`src/rtl/ra_march_sdr.sv`:
```
// Four-element march sequencer (W0 up, R0W1 up, R1W0 down, R0 down) driving a 64x72 SDR array.
// Define RA_MARCH_CHKBD_EN to invert the background on odd addresses (checkerboard).
module ra_march_sdr #(
    parameter int RD_LAT = 1
) (
    input  logic        clk,
    input  logic        reset,
    input  logic        start,
    input  logic [0:71] bkgnd,
    output logic        rd_enb_0,
    output logic        rd_enb_1,
    output logic [0:5]  rd_adr_0,
    output logic [0:5]  rd_adr_1,
    input  logic [0:71] rd_dat_0,
    input  logic [0:71] rd_dat_1,
    output logic        wr_enb_0,
    output logic [0:5]  wr_adr_0,
    output logic [0:71] wr_dat_0,
    output logic        busy,
    output logic        done,
    output logic        fail,
    output logic [0:5]  fail_adr,
    output logic        fail_port,
    output logic [7:0]  err_cnt
);

    typedef enum logic [3:0] {
        IDLE, W0, R0W1_R, R0W1_W, R1W0_R, R1W0_W, R0, DRAIN, DONE
    } state_t;

    typedef struct packed {
        logic        vld;
        logic [0:5]  adr;
        logic [0:71] exp;
    } stage_t;

    localparam logic [1:0] DRAIN_LAST = 2'(RD_LAT - 1);

    state_t      state, nxt_state;
    logic [0:5]  adr, nxt_adr;
    logic [1:0]  drain_cnt;
    logic [0:71] d_reg, src, nxt_pat;
    logic [0:71] rd_exp;
    logic        start_acc, nxt_wr, nxt_rd, chk;
    stage_t      pipe [RD_LAT];
    stage_t      cmp;
    logic        mis0, mis1;
    logic [8:0]  err_sum;

    // NOTE: every signal written here gets a default first, so no path leaves one unassigned (no latch).
    always_comb begin
        nxt_state = state;
        nxt_adr   = adr;
        start_acc = 1'b0;
        unique case (state)
            IDLE, DONE: if (start) begin
                start_acc = 1'b1;
                nxt_state = W0;
                nxt_adr   = 6'd0;
            end
            W0: if (adr == 6'd63) begin
                nxt_state = R0W1_R;
                nxt_adr   = 6'd0;
            end else begin
                nxt_adr = adr + 6'd1;
            end
            R0W1_R: nxt_state = R0W1_W;
            R0W1_W: if (adr == 6'd63) begin
                nxt_state = R1W0_R;
            end else begin
                nxt_state = R0W1_R;
                nxt_adr   = adr + 6'd1;
            end
            R1W0_R: nxt_state = R1W0_W;
            R1W0_W: if (adr == 6'd0) begin
                nxt_state = R0;
                nxt_adr   = 6'd63;
            end else begin
                nxt_state = R1W0_R;
                nxt_adr   = adr - 6'd1;
            end
            R0: if (adr == 6'd0) begin
                nxt_state = DRAIN;
            end else begin
                nxt_adr = adr - 6'd1;
            end
            DRAIN: if (drain_cnt == DRAIN_LAST) nxt_state = DONE;
            default: nxt_state = IDLE;
        endcase

        chk = 1'b0;
`ifdef RA_MARCH_CHKBD_EN
        chk = nxt_adr[5];
`endif
        // The background is not yet in d_reg on the cycle the start is accepted.
        src     = start_acc ? bkgnd : d_reg;
        nxt_pat = src ^ {72{((nxt_state == R0W1_W) || (nxt_state == R1W0_R)) ^ chk}};
        nxt_wr  = (nxt_state == W0) || (nxt_state == R0W1_W) || (nxt_state == R1W0_W);
        nxt_rd  = (nxt_state == R0W1_R) || (nxt_state == R1W0_R) || (nxt_state == R0);
    end

    // Outputs are registered from the next state, so they show the action of the current state.
    // NOTE: sequential state uses non-blocking assignments so every register samples pre-edge values.
    always_ff @(posedge clk or negedge reset) begin
        if (!reset) begin
            state     <= IDLE;
            adr       <= '0;
            drain_cnt <= '0;
            d_reg     <= '0;
            rd_exp    <= '0;
            rd_enb_0  <= 1'b0;
            rd_enb_1  <= 1'b0;
            rd_adr_0  <= '0;
            rd_adr_1  <= '0;
            wr_enb_0  <= 1'b0;
            wr_adr_0  <= '0;
            wr_dat_0  <= '0;
            busy      <= 1'b0;
            done      <= 1'b0;
        end else begin
            state     <= nxt_state;
            adr       <= nxt_adr;
            drain_cnt <= (state == DRAIN) ? drain_cnt + 2'd1 : 2'd0;
            if (start_acc) d_reg <= bkgnd;
            wr_enb_0  <= nxt_wr;
            wr_adr_0  <= nxt_wr ? nxt_adr : 6'd0;
            wr_dat_0  <= nxt_wr ? nxt_pat : '0;
            rd_enb_0  <= nxt_rd;
            rd_enb_1  <= nxt_rd;
            rd_adr_0  <= nxt_rd ? nxt_adr : 6'd0;
            rd_adr_1  <= nxt_rd ? nxt_adr : 6'd0;
            rd_exp    <= nxt_rd ? nxt_pat : '0;
            busy      <= !((nxt_state == IDLE) || (nxt_state == DONE));
            done      <= (nxt_state == DONE);
        end
    end

    assign cmp     = pipe[RD_LAT-1];
    assign mis0    = cmp.vld && (rd_dat_0 != cmp.exp);
    assign mis1    = cmp.vld && (rd_dat_1 != cmp.exp);
    assign err_sum = {1'b0, err_cnt} + 9'(mis0) + 9'(mis1);

    // NOTE: the compare pipe is reset so an aborted run cannot leave valid stages behind.
    always_ff @(posedge clk or negedge reset) begin
        if (!reset) begin
            for (int i = 0; i < RD_LAT; i++) pipe[i] <= '0;
            fail      <= 1'b0;
            fail_adr  <= '0;
            fail_port <= 1'b0;
            err_cnt   <= '0;
        end else begin
            pipe[0] <= {rd_enb_0, rd_adr_0, rd_exp};
            for (int i = 1; i < RD_LAT; i++) pipe[i] <= pipe[i-1];
            if (start_acc) begin
                fail      <= 1'b0;
                fail_adr  <= '0;
                fail_port <= 1'b0;
                err_cnt   <= '0;
            end else if (mis0 || mis1) begin
                fail    <= 1'b1;
                err_cnt <= err_sum[8] ? 8'd255 : err_sum[7:0];
                if (!fail) begin
                    fail_adr  <= cmp.adr;
                    fail_port <= !mis0;
                end
            end
        end
    end

endmodule

```
`config.mk`:
```
export PLATFORM = sky130hd
export DESIGN_NAME = ra_march_sdr
export DESIGN_NICKNAME = d
export VERILOG_FILES = /design/src/rtl/ra_march_sdr.sv
export SDC_FILE = /design/constraint.sdc
export NUM_CORES = 1
export LEC_CHECK = 0
export ABC_AREA = 1
export CAP_MARGIN = 20
export CORE_MARGIN = 10
export CORE_UTILIZATION = 35
export CTS_CLUSTER_DIAMETER = 40
export CTS_CLUSTER_SIZE = 14
export DETAILED_ROUTE_END_ITERATION = 10
export GPL_ROUTABILITY_DRIVEN = 0
export GPL_TIMING_DRIVEN = 1
export MAX_ROUTING_LAYER = met4
export SYNTH_ARGS = -nofsm -noshare
export SYNTH_HDL_FRONTEND = slang
export SYNTH_SLANG_ARGS = --single-unit
export TNS_END_PERCENT = 10
```
`constraint.sdc`:
```
create_clock -name clk -period 4.63 [get_ports clk]
set_input_delay 0.926 -clock clk [delete_from_list [all_inputs] [get_ports clk]]
set_output_delay 0.926 -clock clk [all_outputs]
set_load 0.05 [all_outputs]
```
# Word level (Yosys, flattened, before mapping)
# Index checks and enable logic that the tools add are counted.
[totals]
reg_bits = 339
inputBits = 219
output_inout_bits = 111
word_cells = 94
[classes]
addsub = 5
n_eq_ne = 19
n_mux = 32
bitwise = 1
n_reduce_logical = 18
[ops]
columns = ["operator", "count"]
rows = [
  ["72-bit two-way mux", 3],
  ["72-bit inequality test", 2],
  ["72-bit bitwise XOR", 1],
  ["6-bit two-way mux", 10],
  ["4-bit case mux with 8 select lines", 1],
  ["6-bit case mux with 5 select lines", 1],
  ["4-bit by 3-bit equality test with 1-bit output (second input constant)", 7],
  ["8-bit two-way mux", 3],
  ["4-bit by 2-bit equality test with 1-bit output (second input constant)", 4],
  ["4-bit two-way mux", 4],
  ["8-bit by 1-bit adder with 9-bit output", 1],
  ["9-bit by 1-bit adder with 9-bit output", 1],
  ["4-bit by 1-bit equality test with 1-bit output (second input constant)", 2],
  ["4-bit equality test (second input constant)", 2],
  ["4-bit zero test", 2],
  ["1-bit logical OR", 7],
  ["1-bit two-way mux", 7],
  ["6-bit by 1-bit adder with 6-bit output (second input constant)", 1],
  ["6-bit equality test (second input constant)", 1],
  ["6-bit zero test", 1],
  ["6-bit by 1-bit subtractor with 6-bit output (second input constant)", 1],
  ["2-bit two-way mux", 2],
  ["3-bit two-way mux", 1],
  ["2-bit by 1-bit adder with 2-bit output (second input constant)", 1],
  ["other kinds (7)", 9],
]

# Longest topological paths before layout
[logic_depth]
word_depth = 7
mapped_depth = 20
depth_no_buf = 20

# Worst setup path after synthesis
# OpenSTA, ideal clock, no wires.
[synth_timing]
kind = "input port to flip-flop"
startpoint = "input port rd_dat_0[68] in the netlist's numbering"
endpoint = "register err_cnt[3]"
setup_time_ps = 84
arrival_time_ps = 2918
required_time_ps = 4546
setup_slack_ps = 1628
cell_stages = 17
path_buffers = 0
cell_sequence = "xor2_1 nor2_1 nand2_1 nor2_1 nand2_1 nor2_1 nand2_1 nand2_1 fa_1 inv_1 ha_1 nand2_1 nor3_1 nand3_1 o21ai_0 nand3_1 o21ai_0"
[synth_between]
elab_chain_len = 7
elab_cells_between_ends = 9
cone_classes = "add/sub: 2; eq/ne: 1; mux: 3; reduce/logical: 3"
[synth_rtl]
columns = ["item", "line_no", "rtl"]
rows = [
  ["start, declared", "14", "input logic [0:71] rd_dat_0,"],
  ["72-bit inequality test *", "139", "assign mis0 = cmp.vld && (rd_dat_0 != cmp.exp);"],
  ["1-bit logical AND *", "139", ""],
  ["8-bit by 1-bit adder with 9-bit output", "141", "assign err_sum = {1'b0, err_cnt} + 9'(mis0) + 9'(mis1);"],
  ["9-bit by 1-bit adder with 9-bit output", "141", ""],
  ["8-bit two-way mux", "161", "err_cnt <= err_sum[8] ? 8'd255 : err_sum[7:0];"],
  ["8-bit two-way mux", "159", "end else if (mis0 || mis1) begin"],
  ["8-bit two-way mux", "154", "if (start_acc) begin"],
  ["end signal, assigned", "161", ""],
  ["end, declared", "24", "output logic [7:0] err_cnt"],
]
# Every way passes the cells marked *; elsewhere a longest branch is shown, timed or not. The select of a mux whose other input is x is not followed.
# A chain may end at the register's enable or synchronous reset.

# Worst setup path in the final report
[layout_timing]
startpoint = "input port rd_dat_0[49] in the netlist's numbering"
endpoint = "register err_cnt[2]"
# The elaborated chain is that of the path after synthesis.

==> summary.md <==
| Metric | Value |
|---|---|
| Status | `completed` |
| Ys async rst share | `100%` |
| Clk pwr share | `30.0%` |
| Max-Cap Viols | `0` |
| Clock sinks | `339` |
| Largest family of logic cells by synthesized area | `simple AND/OR/NAND/NOR gates` |
| Tot GR Track Use | `16.8%` |
| Synth Area in Simple Gates | `20.7%` |
| 1st-pass router iterations | `4` |
| Antenna Nets Post-Route | `0` |
| Chip width | `225 µm` |
| Data arrival time of the worst path | `4120 ps` |
| Core area | `0.0418 mm²` |
| Yosys Warn Count | `0` |
| Worst Hold Class | `reg2reg` |
| Req. time, crit path | `5140 ps` |
| NetSw | `0.00502 W` |
| Layout area overhead | `37.5%` |
| Fin crit period | `3610 ps` |
| Pin count of the biggest net entering global routing | `112` |
| Sequential share of power | `32.0%` |
| Wire per inst | `16.9 µm` |
| Sequential area share after synthesis | `57.7%` |
| Final hold vios | `0` |
| Fillers | `3,920` |
| Pwr Density | `618 mW/mm²` |
| Layout cells sized above 1 | `10.7%` |
| Maximum vdd drop | `414 µV` |
| CTS Hold Bufs | `0` |
| Worst-Margin Slew | `923 ps` |
| Power Total | `0.0125 W` |
| IO Port Bufs | `329` |
| Cell Rows | `75` |
| CP Launch Type | `input pin` |
| TritonCTS clock tree | `done` |
| Max frequency | `277 MHz` |
| Crit path kind | `in2reg` |
| Main synth FF type | `dfrtp_1` |
| CP endpoint kind | `register` |
| Post-synth cell types | `43` |
| Hold slack | `342 ps` |
| Max Buffers Root-to-Sink | `3` |
| Placed Area | `0.0185 mm²` |
| Synth Area in Compound Gates | `1.52%` |
| Drt drc | `0` |
| Final Setup Violations | `0` |
| Slew margin rel. | `38.5%` |
| Clock buffer count from CTS | `50` |
| Syn Inst Count | `1,490` |
| Synthesized cell area | `0.0147 mm²` |
| Final instance area | `0.0202 mm²` |
| Die Ht | `225 µm` |
| Commonest non-fill, non-tap cell in the layout | `nand2_1` |
| CTS Root Cell | `clkbuf_16` |
| Max reg flops | `79` |
| Total number of vias | `10,500` |
| Initial antenna violation count | `7` |
| # Post-CTS Setup Buffers | `0` |
| Post-Synth XOR/XNOR Area | `13.9%` |
| Multiplexer share of the synthesized area | `0%` |
| Int Power | `0.00748 W` |
| Yosys top cell by area | `dfrtp_1` |
| DR vias/cell | `4.34` |
| Largest fanout on the critical path | `6` |
| Final HPWL DP | `30,200 µm` |
| Synthesized Nets | `1,716` |
| Worst-skew pair later-pin latency | `580 ps` |
| CTS resizes | `0` |
| Clock transition at path regs | `60 ps` |
| Top cell type's share of synthesized area | `57.7%` |
| Leak | `9.88 nW` |
| IO Pins | `330` |
| Top cells by area, synth | `dfrtp_1 58%, nand2_1 11%, xor2_2 7.7%` |
| Post-Synth Adder-Cell Area | `0.647%` |
| Clock Skew | `23.5 ps` |
| Vias in the first global route | `11,300` |
| Max Slew Vio Count | `0` |
| Final period util | `78.1%` |
| Avg Cell Area, Syn | `9.87 µm²` |
| Most frequent cells in the layout | `427 x nand2_1, 339 x dfrtp_1, 328 x clkdlybuf4s50_1` |
| H-Tree Level Count | `2` |
| Comb pwr share | `38.1%` |
| Post-synth EDFFs | `0` |
| Initial Util | `35.2%` |
| Sw Ratio | `40.1%` |
| Die Area | `0.0506 mm²` |
| Initial DRC Count | `400` |
| Unrepaired setup endpoints after global routing | `no` |
| Nets | `2,062` |
| Grt ovf | `0` |
| Setup TNS | `0 ps` |
| WL final | `41,000 µm` |
| First-pass GRT wire length | `64,300 µm` |
| FF+latch count, synth | `339` |
-- critical path, cell delays in order --
cell             delay, ps
clkdlybuf4s50_1        480
xor2_1                 150
nor2_1                  50
nand2_1                220
nor2_1                  90
nand2_1                 70
nor2_1                  80
nand2_1                100
nand2_1                140
fa_1                   410
inv_1                  110
ha_1                   180
nand2_1                 90
nor3_1                 360
nand3_1                290
o21ai_0                170
nand3_1                100
nand2_1                100
-- path summary, 6_finish.rpt --
kind | start | to | slack [ps] | cells after the start
max in group asynchronous | reset | rd_exp[16] | 3210 | 2
worst max-delay path | rd_dat_0[49] | err_cnt[2] | 1020 | 18
worst min register to register | rd_exp[36] | cmp[35] | 340 | 0
worst max register to register | cmp[23] | err_cnt[2] | 1370 | 17
worst min-delay path | rd_exp[36] | cmp[35] | 340 | 0
min in group asynchronous | reset | wr_dat_0[69] | 410 | 1
-- per-layer routing --
metal	GRT usage, %	vias up	share of wire, %
li1	-	5152	-
met1	19.7	5056	41
met2	28.0	233	50
met3	4.07	69	6.1
met4	5.90	0	2.7
met5	-	-	0
-- synth_stat cells (5+ instances only) --
| master | instances |
|---|---|
| nand2_1 | 428 |
| dfrtp_1 | 339 |
| nor2_1 | 273 |
| inv_1 | 113 |
| xor2_1 | 81 |
| xor2_2 | 70 |
| xnor2_1 | 22 |
| nand3_1 | 21 |
| o21ai_0 | 19 |
| clkbuf_1 | 17 |
| buf_2 | 16 |
| nand4_1 | 15 |
| a21oi_1 | 10 |
| buf_12 | 8 |
| buf_4 | 7 |
| ha_1 | 6 |
| nor3_1 | 5 |
-- per-stage QoR --
stage                     utilization, %  std cells  worst slack, ps
final                               48.4       2422             1020
after global placement              44.3       2323              531
after detailed placement            44.3       2323              424
after floorplan                        -       1490             1630
after global routing                48.4       2422              667
after CTS                           48.4       2416             1020
-- power groups by stage --
| stage | combinational (W) | sequential [W] | clock [W] |
|---|---|---|---|
| floorplan | 0.00222 | 0.00503 | 0 |
| global placement | 0.00477 | 0.00404 | 0 |
| detailed placement | 0.00481 | 0.00405 | 0 |
| CTS | 0.00483 | 0.00401 | 0.00384 |
| global route | 0.00517 | 0.00407 | 0.00399 |
| finish | 0.00476 | 0.00400 | 0.00375 |
-- cells by family after synthesis --
group           after synthesis
simple gates                761
buf+inv                     170
compound gates               40
xor+xnor                    173
flops                       339
fa+ha+maj                     7
-- area by class of cell --
type / instances / area (µm²) / area share (%)
clock buffer: 54 / 1290 / 6.36
inverter: 120 / 455 / 2.25
sequential: 339 / 8480 / 42.0
antenna: 6 / 15.0 / 0.0743
clock inverter: 39 / 408 / 2.02
multi-input combinational: 981 / 5420 / 26.8
timing repair buffer: 344 / 3470 / 17.2
tap: 539 / 674 / 3.34
No activity file was read; power rests on OpenSTA's default activity.
==> patch 1, RTL diff (same flow settings) <==
The option `RA_MARCH_CHKBD_EN` is turned on by a define.
--- a/src/rtl/ra_march_sdr.sv
+++ b/src/rtl/ra_march_sdr.sv
@@ -2,2 +2,4 @@
 // Define RA_MARCH_CHKBD_EN to invert the background on odd addresses (checkerboard).
+`define RA_MARCH_CHKBD_EN
+
 module ra_march_sdr #(
Function: changed (Yosys sat finds a counterexample within 4 cycles, from zero or initial values and one cycle with reset low).
==> patch 1 against the original RTL <==
  * Design area decreased by 0.47%
  * Sequential share of layout area increased by 0.20 points
  * Count of clock-buffer cells in the layout increased by 6
  * Sequential cell count unchanged
  * Synthesized cell count increased by 10%
  * Wire length increased by 5.7%
  * Cell count increased by 5.7%
  * Synthesized area decreased by 0.98%
  * Setup slack improved by 65 ps
  * Power increased by 12%
  * Largest cell class unchanged
  * Highest routed layer unchanged
==> patch 1: results (changes against the original RTL) <==
ROUTED_VIA_COUNT_DIVIDED_BY_CELL_COUNT=4.487  # was 4.339
WORST_HOLD_STARTPOINT='rd_exp[55]'  # was rd_exp[36]
DRTPASS1ITERATIONS=5  # was 4
VDD_IR_DROP_MAX_V=0.0004105  # was 0.0004141 V
GLOBALROUTETOTALUTIL_PCT=17.85  # was 16.84%
VIAS=11491  # was 10.51k
NETLIST_TOP_CELLS_COUNT='sky130_fd_sc_hd__nand2_1, sky130_fd_sc_hd__dfrtp_1, sky130_fd_sc_hd__nor2_1, sky130_fd_sc_hd__inv_1, sky130_fd_sc_hd__o21ai_0'  # was sky130_fd_sc_hd__nand2_1, sky130_fd_sc_hd__dfrtp_1, sky130_fd_sc_hd__nor2_1, sky130_fd_sc_hd__inv_1, sky130_fd_sc_hd__xor2_1
MAXIMUM_NUMBER_OF_PINS_ON_ONE_NET_BEFORE_GLOBAL_ROUTE_REPAIR=125  # was 112
CRIT_PATH_MAX_CELL_DELAY_PS=510  # was 480 ps
GATE_COUNT_POST_SYNTH=1643  # was 1490
MULTI_INPUT_AREA_SHARE_PCT=25.31  # was 26.81%
CLOCK_CELL_AREA_SHARE_PCT=8.414  # was 8.381%
NUM-MULTI-INPUT-GATES=1059  # was 981
TIMING.MAX_SLEW.REL_SLACK_PCT=35.54  # was 38.49%
FINAL_CRITICAL_PATH_SETUP_SLACK_PS=1080  # was 1016 ps
WORST_R2R_ENDPOINT='rd_exp[20]'  # was err_cnt[2]
HOLD_PATH_END='cmp[16]'  # was cmp[35]
STATIC-LEAKAGE-POWER_nW=10.02  # was 9.881 nW
STATUS='finished clean'  # unchanged
YOSYS.AREA_SHARE.ADDER_PCT=0.6530  # was 0.6466%
FINALHOLDWORSTSLACK_PS=332.8  # was 342.1 ps
FINISH.NET_COUNT=2209  # was 2062
DETAILED_PLACE_HPWL_MM=30.88  # was 30.21 mm
WORST_CLOCK_SKEW_PS=26.47  # was 23.50 ps
NET_COUNT_AFTER_SYNTHESIS=1869  # was 1716
NETLIST_TOP_CELLS_AREA='sky130_fd_sc_hd__dfrtp_1, sky130_fd_sc_hd__nand2_1, sky130_fd_sc_hd__nor2_1, sky130_fd_sc_hd__inv_1, sky130_fd_sc_hd__xor2_1'  # was sky130_fd_sc_hd__dfrtp_1, sky130_fd_sc_hd__nand2_1, sky130_fd_sc_hd__xor2_2, sky130_fd_sc_hd__nor2_1, sky130_fd_sc_hd__xor2_1
INV_COUNT=191  # was 120
GRT_PASS1_WL_MM=68.28  # was 64.34 mm
R2R-START='adr[5]'  # was cmp[23]
NON_CLOCK_BUFFER_AREA_SHARE_PCT=17.19  # was 17.18%
R2R_SLACK_PS=1400  # was 1370 ps
N_FILL_CELL=3837  # was 3920
LAYOUT.NON_CLOCK_BUFFERS=342  # was 344
CRITICAL_PATH.STARTPOINT='rd_dat_0[52]'  # was rd_dat_0[49]
SYNTH.AVG_CELL_AREA_UM2=8.863  # was 9.870 µm²
## patch 1: cell count changes after synthesis, moves of 5 or more
cell                       delta
sky130_fd_sc_hd__inv_1       +70
sky130_fd_sc_hd__nand2_1     +18
sky130_fd_sc_hd__buf_12       -8
sky130_fd_sc_hd__xor2_2      -70
sky130_fd_sc_hd__or2_0       +10
sky130_fd_sc_hd__nand2_2      +5
sky130_fd_sc_hd__o21ai_0     +69
sky130_fd_sc_hd__or2_2       +62
sky130_fd_sc_hd__clkbuf_1    +12
sky130_fd_sc_hd__nor2_1       -7
## patch 1: report_power, final
group          total, W  leakage, nW  internal, W  switching [W]
clock           0.00375        0.821      0.00230        0.00145
sequential      0.00417         4.35      0.00384       0.000337
combinational   0.00602         4.85      0.00192        0.00410
total            0.0139         10.0      0.00806        0.00589
## patch 1: layer usage
metal,vias up,track usage [%],share of wire [%]
met5,-,-,0
met4,0,6.999,2.8
met3,72,4.416,6.4
met2,306,28.75,47
met1,5466,21.21,43
li1,5647,-,-
==> patch 2, RTL diff (same flow settings) <==
Made on the original files. Take the reset off `adr`, `rd_adr_0`, `rd_adr_1`, `wr_adr_0` and `wr_dat_0` and load them in a clocked block of their own.
--- a/src/rtl/ra_march_sdr.sv
+++ b/src/rtl/ra_march_sdr.sv
@@ -106,3 +106,2 @@
             state     <= IDLE;
-            adr       <= '0;
             drain_cnt <= '0;
@@ -112,7 +111,3 @@
             rd_enb_1  <= 1'b0;
-            rd_adr_0  <= '0;
-            rd_adr_1  <= '0;
             wr_enb_0  <= 1'b0;
-            wr_adr_0  <= '0;
-            wr_dat_0  <= '0;
             busy      <= 1'b0;
@@ -121,3 +116,2 @@
             state     <= nxt_state;
-            adr       <= nxt_adr;
             drain_cnt <= (state == DRAIN) ? drain_cnt + 2'd1 : 2'd0;
@@ -125,8 +119,4 @@
             wr_enb_0  <= nxt_wr;
-            wr_adr_0  <= nxt_wr ? nxt_adr : 6'd0;
-            wr_dat_0  <= nxt_wr ? nxt_pat : '0;
             rd_enb_0  <= nxt_rd;
             rd_enb_1  <= nxt_rd;
-            rd_adr_0  <= nxt_rd ? nxt_adr : 6'd0;
-            rd_adr_1  <= nxt_rd ? nxt_adr : 6'd0;
             rd_exp    <= nxt_rd ? nxt_pat : '0;
@@ -135,2 +125,10 @@
         end
+    end
+
+    always_ff @(posedge clk) begin
+        adr      <= nxt_adr;
+        rd_adr_0 <= nxt_rd ? nxt_adr : 6'd0;
+        rd_adr_1 <= nxt_rd ? nxt_adr : 6'd0;
+        wr_adr_0 <= nxt_wr ? nxt_adr : 6'd0;
+        wr_dat_0 <= nxt_wr ? nxt_pat : '0;
     end
Behaviour: not the same (Yosys sat finds a counterexample within 4 cycles, from zero or initial values and one cycle with reset low).
==> patch 2 against the original RTL <==
  * Count of clock-buffer cells in the layout rose by 3
  * Power is 0.32% higher
  * Clock skew fell by 5.8 ps
  * Via count down 5.6%
  * Cell count shrank 3.8%
  * Wire length decreased by 4.1%
  * Design area decreased by 1.3%
  * Core utilization is 0.25 points higher
  * Non-clock buffer count is 5 lower
  * Die area is 0.80% lower
  * Setup slack better by 230 ps
  * Sequential cell count stayed put
  * Synthesized area down 0.88%
  * Largest cell class unchanged
==> patch 2: results (changes against the original RTL) <==
STATUS='finished clean'  # unchanged
R2R-START='cmp[64]'  # was cmp[23]
NETLIST_TOP_CELLS_COUNT='sky130_fd_sc_hd__dfrtp_1, sky130_fd_sc_hd__nor2_1, sky130_fd_sc_hd__nand2_1, sky130_fd_sc_hd__inv_1, sky130_fd_sc_hd__dfxtp_1'  # was sky130_fd_sc_hd__nand2_1, sky130_fd_sc_hd__dfrtp_1, sky130_fd_sc_hd__nor2_1, sky130_fd_sc_hd__inv_1, sky130_fd_sc_hd__xor2_1
R2R_SLACK_PS=1640  # was 1370 ps
NETLIST_TOP_CELLS_AREA='sky130_fd_sc_hd__dfrtp_1, sky130_fd_sc_hd__dfxtp_1, sky130_fd_sc_hd__xor2_2, sky130_fd_sc_hd__nor2_1, sky130_fd_sc_hd__nand2_1'  # was sky130_fd_sc_hd__dfrtp_1, sky130_fd_sc_hd__nand2_1, sky130_fd_sc_hd__xor2_2, sky130_fd_sc_hd__nor2_1, sky130_fd_sc_hd__xor2_1
CRITPATHARRIVALTIME_PS=3870  # was 4120 ps
CRITICAL_PATH.STARTPOINT='rd_dat_0[6]'  # was rd_dat_0[49]
DRTPASS1ITERATIONS=5  # was 4
FINALHOLDWORSTSLACK_PS=342.0  # was 342.1 ps
MET2WIRELENGTH_MM=18.44  # was 20.50 mm
N_FILL_CELL=3759  # was 3920
GROUTE.LAYER.MET1.USAGE_PCT=19.29  # was 19.66%
MET2_USAGE_PCT=25.50  # was 27.96%
FIRST_GLOBAL_VIAS=10706  # was 11.29k
MAXIMUM_NUMBER_OF_PINS_ON_ONE_NET_BEFORE_GLOBAL_ROUTE_REPAIR=110  # was 112
VDD_IR_DROP_MAX_V=0.0004349  # was 0.0004141 V
GLOBALROUTETOTALUTIL_PCT=16.07  # was 16.84%
GATE_COUNT_POST_SYNTH=1401  # was 1490
SLEW_WORST_PIN_PS=916.5  # was 922.7 ps
ROUTEDWLPERCELL_UM=16.89  # was 16.95 µm
STATIC-LEAKAGE-POWER_nW=9.319  # was 9.881 nW
SHARE_OF_THE_YOSYS_CHIP_AREA_BELONGING_TO_REGISTERS_PCT=55.10  # was 57.68%
SYNTHARSTFLOPSHARE_PCT=73.45  # was 100.0%
GR-USAGE-MET3_PCT=5.487  # was 4.073%
ROUTED-WL-MET3_MM=3.215  # was 2.511 mm
FINISH.NET_COUNT=1976  # was 2062
CTS-BUFFERS-INSERTED=49  # was 50
patch 2: cell types whose count changed after synthesis, moves of 6 or more:
cell,delta
sky130_fd_sc_hd__clkbuf_1,-11
sky130_fd_sc_hd__inv_1,+63
sky130_fd_sc_hd__xor2_1,+7
sky130_fd_sc_hd__nor2_2,+47
sky130_fd_sc_hd__nor2_1,-54
sky130_fd_sc_hd__mux2i_1,+72
sky130_fd_sc_hd__nand2_1,-212
sky130_fd_sc_hd__dfxtp_1,+90
sky130_fd_sc_hd__buf_4,+6
sky130_fd_sc_hd__dfrtp_1,-90
sky130_fd_sc_hd__buf_2,-7
patch 2: worst register-to-register path: stages (launching register included):
cell and delay [ps]:
sky130_fd_sc_hd__dfrtp_1 400, sky130_fd_sc_hd__inv_1 90, sky130_fd_sc_hd__nand2_1 50, sky130_fd_sc_hd__nand2_1 60, sky130_fd_sc_hd__nor2_1 40, sky130_fd_sc_hd__nand2_1 90
sky130_fd_sc_hd__nor2_1 80, sky130_fd_sc_hd__nand3_1 130, sky130_fd_sc_hd__nor2_1 90, sky130_fd_sc_hd__nand2_1 100, sky130_fd_sc_hd__nand2_1 140, sky130_fd_sc_hd__fa_1 410
sky130_fd_sc_hd__inv_1 80, sky130_fd_sc_hd__ha_1 170, sky130_fd_sc_hd__nand2_1 60, sky130_fd_sc_hd__inv_1 70, sky130_fd_sc_hd__nand2_1 60, sky130_fd_sc_hd__nor2_1 170
sky130_fd_sc_hd__nand4_1 260, sky130_fd_sc_hd__o21ai_0 160, sky130_fd_sc_hd__nand3_1 90, sky130_fd_sc_hd__o21ai_0 100
patch 2: logic make-up after synthesis:
family | Yosys count | share of synthesized area [%]
simple gates | 541 | 16.08
flops | 339 | 55.10
buf+inv | 229 | 7.725
xor+xnor | 178 | 14.04
mux | 72 | 4.944
compound gates | 35 | 1.450
fa+ha+maj | 7 | 0.6523
patch 2: final timing paths:
| kind | endpoint | cells after the start |
|---|---|---|
| setup reg to reg | err_cnt[4] | 21 |
| min in group asynchronous | state[0] | 1 |
| hold reg to reg | cmp[70] | 0 |
| setup / recovery | err_cnt[4] | 20 |
| max in group asynchronous | d_reg[30] | 2 |
| hold / removal | cmp[70] | 0 |
patch 2: layout make-up:
type	count	area share, %
Antenna cell	7	0.08776
Clock buffer	57	6.494
Clock inverter	35	1.868
Inverter	188	3.567
Multi-Input combinational cell	833	27.19
Sequential cell	339	40.25
Tap cell	532	3.335
Timing Repair Buffer	339	17.21
patch 2: power breakdown:
group / switching, W / internal [W] / leakage [nW] / total (W)
registers: 0.000285 / 0.00374 / 4.06 / 0.00402
logic: 0.00318 / 0.00165 / 4.46 / 0.00484
clock network: 0.00149 / 0.00219 / 0.803 / 0.00368
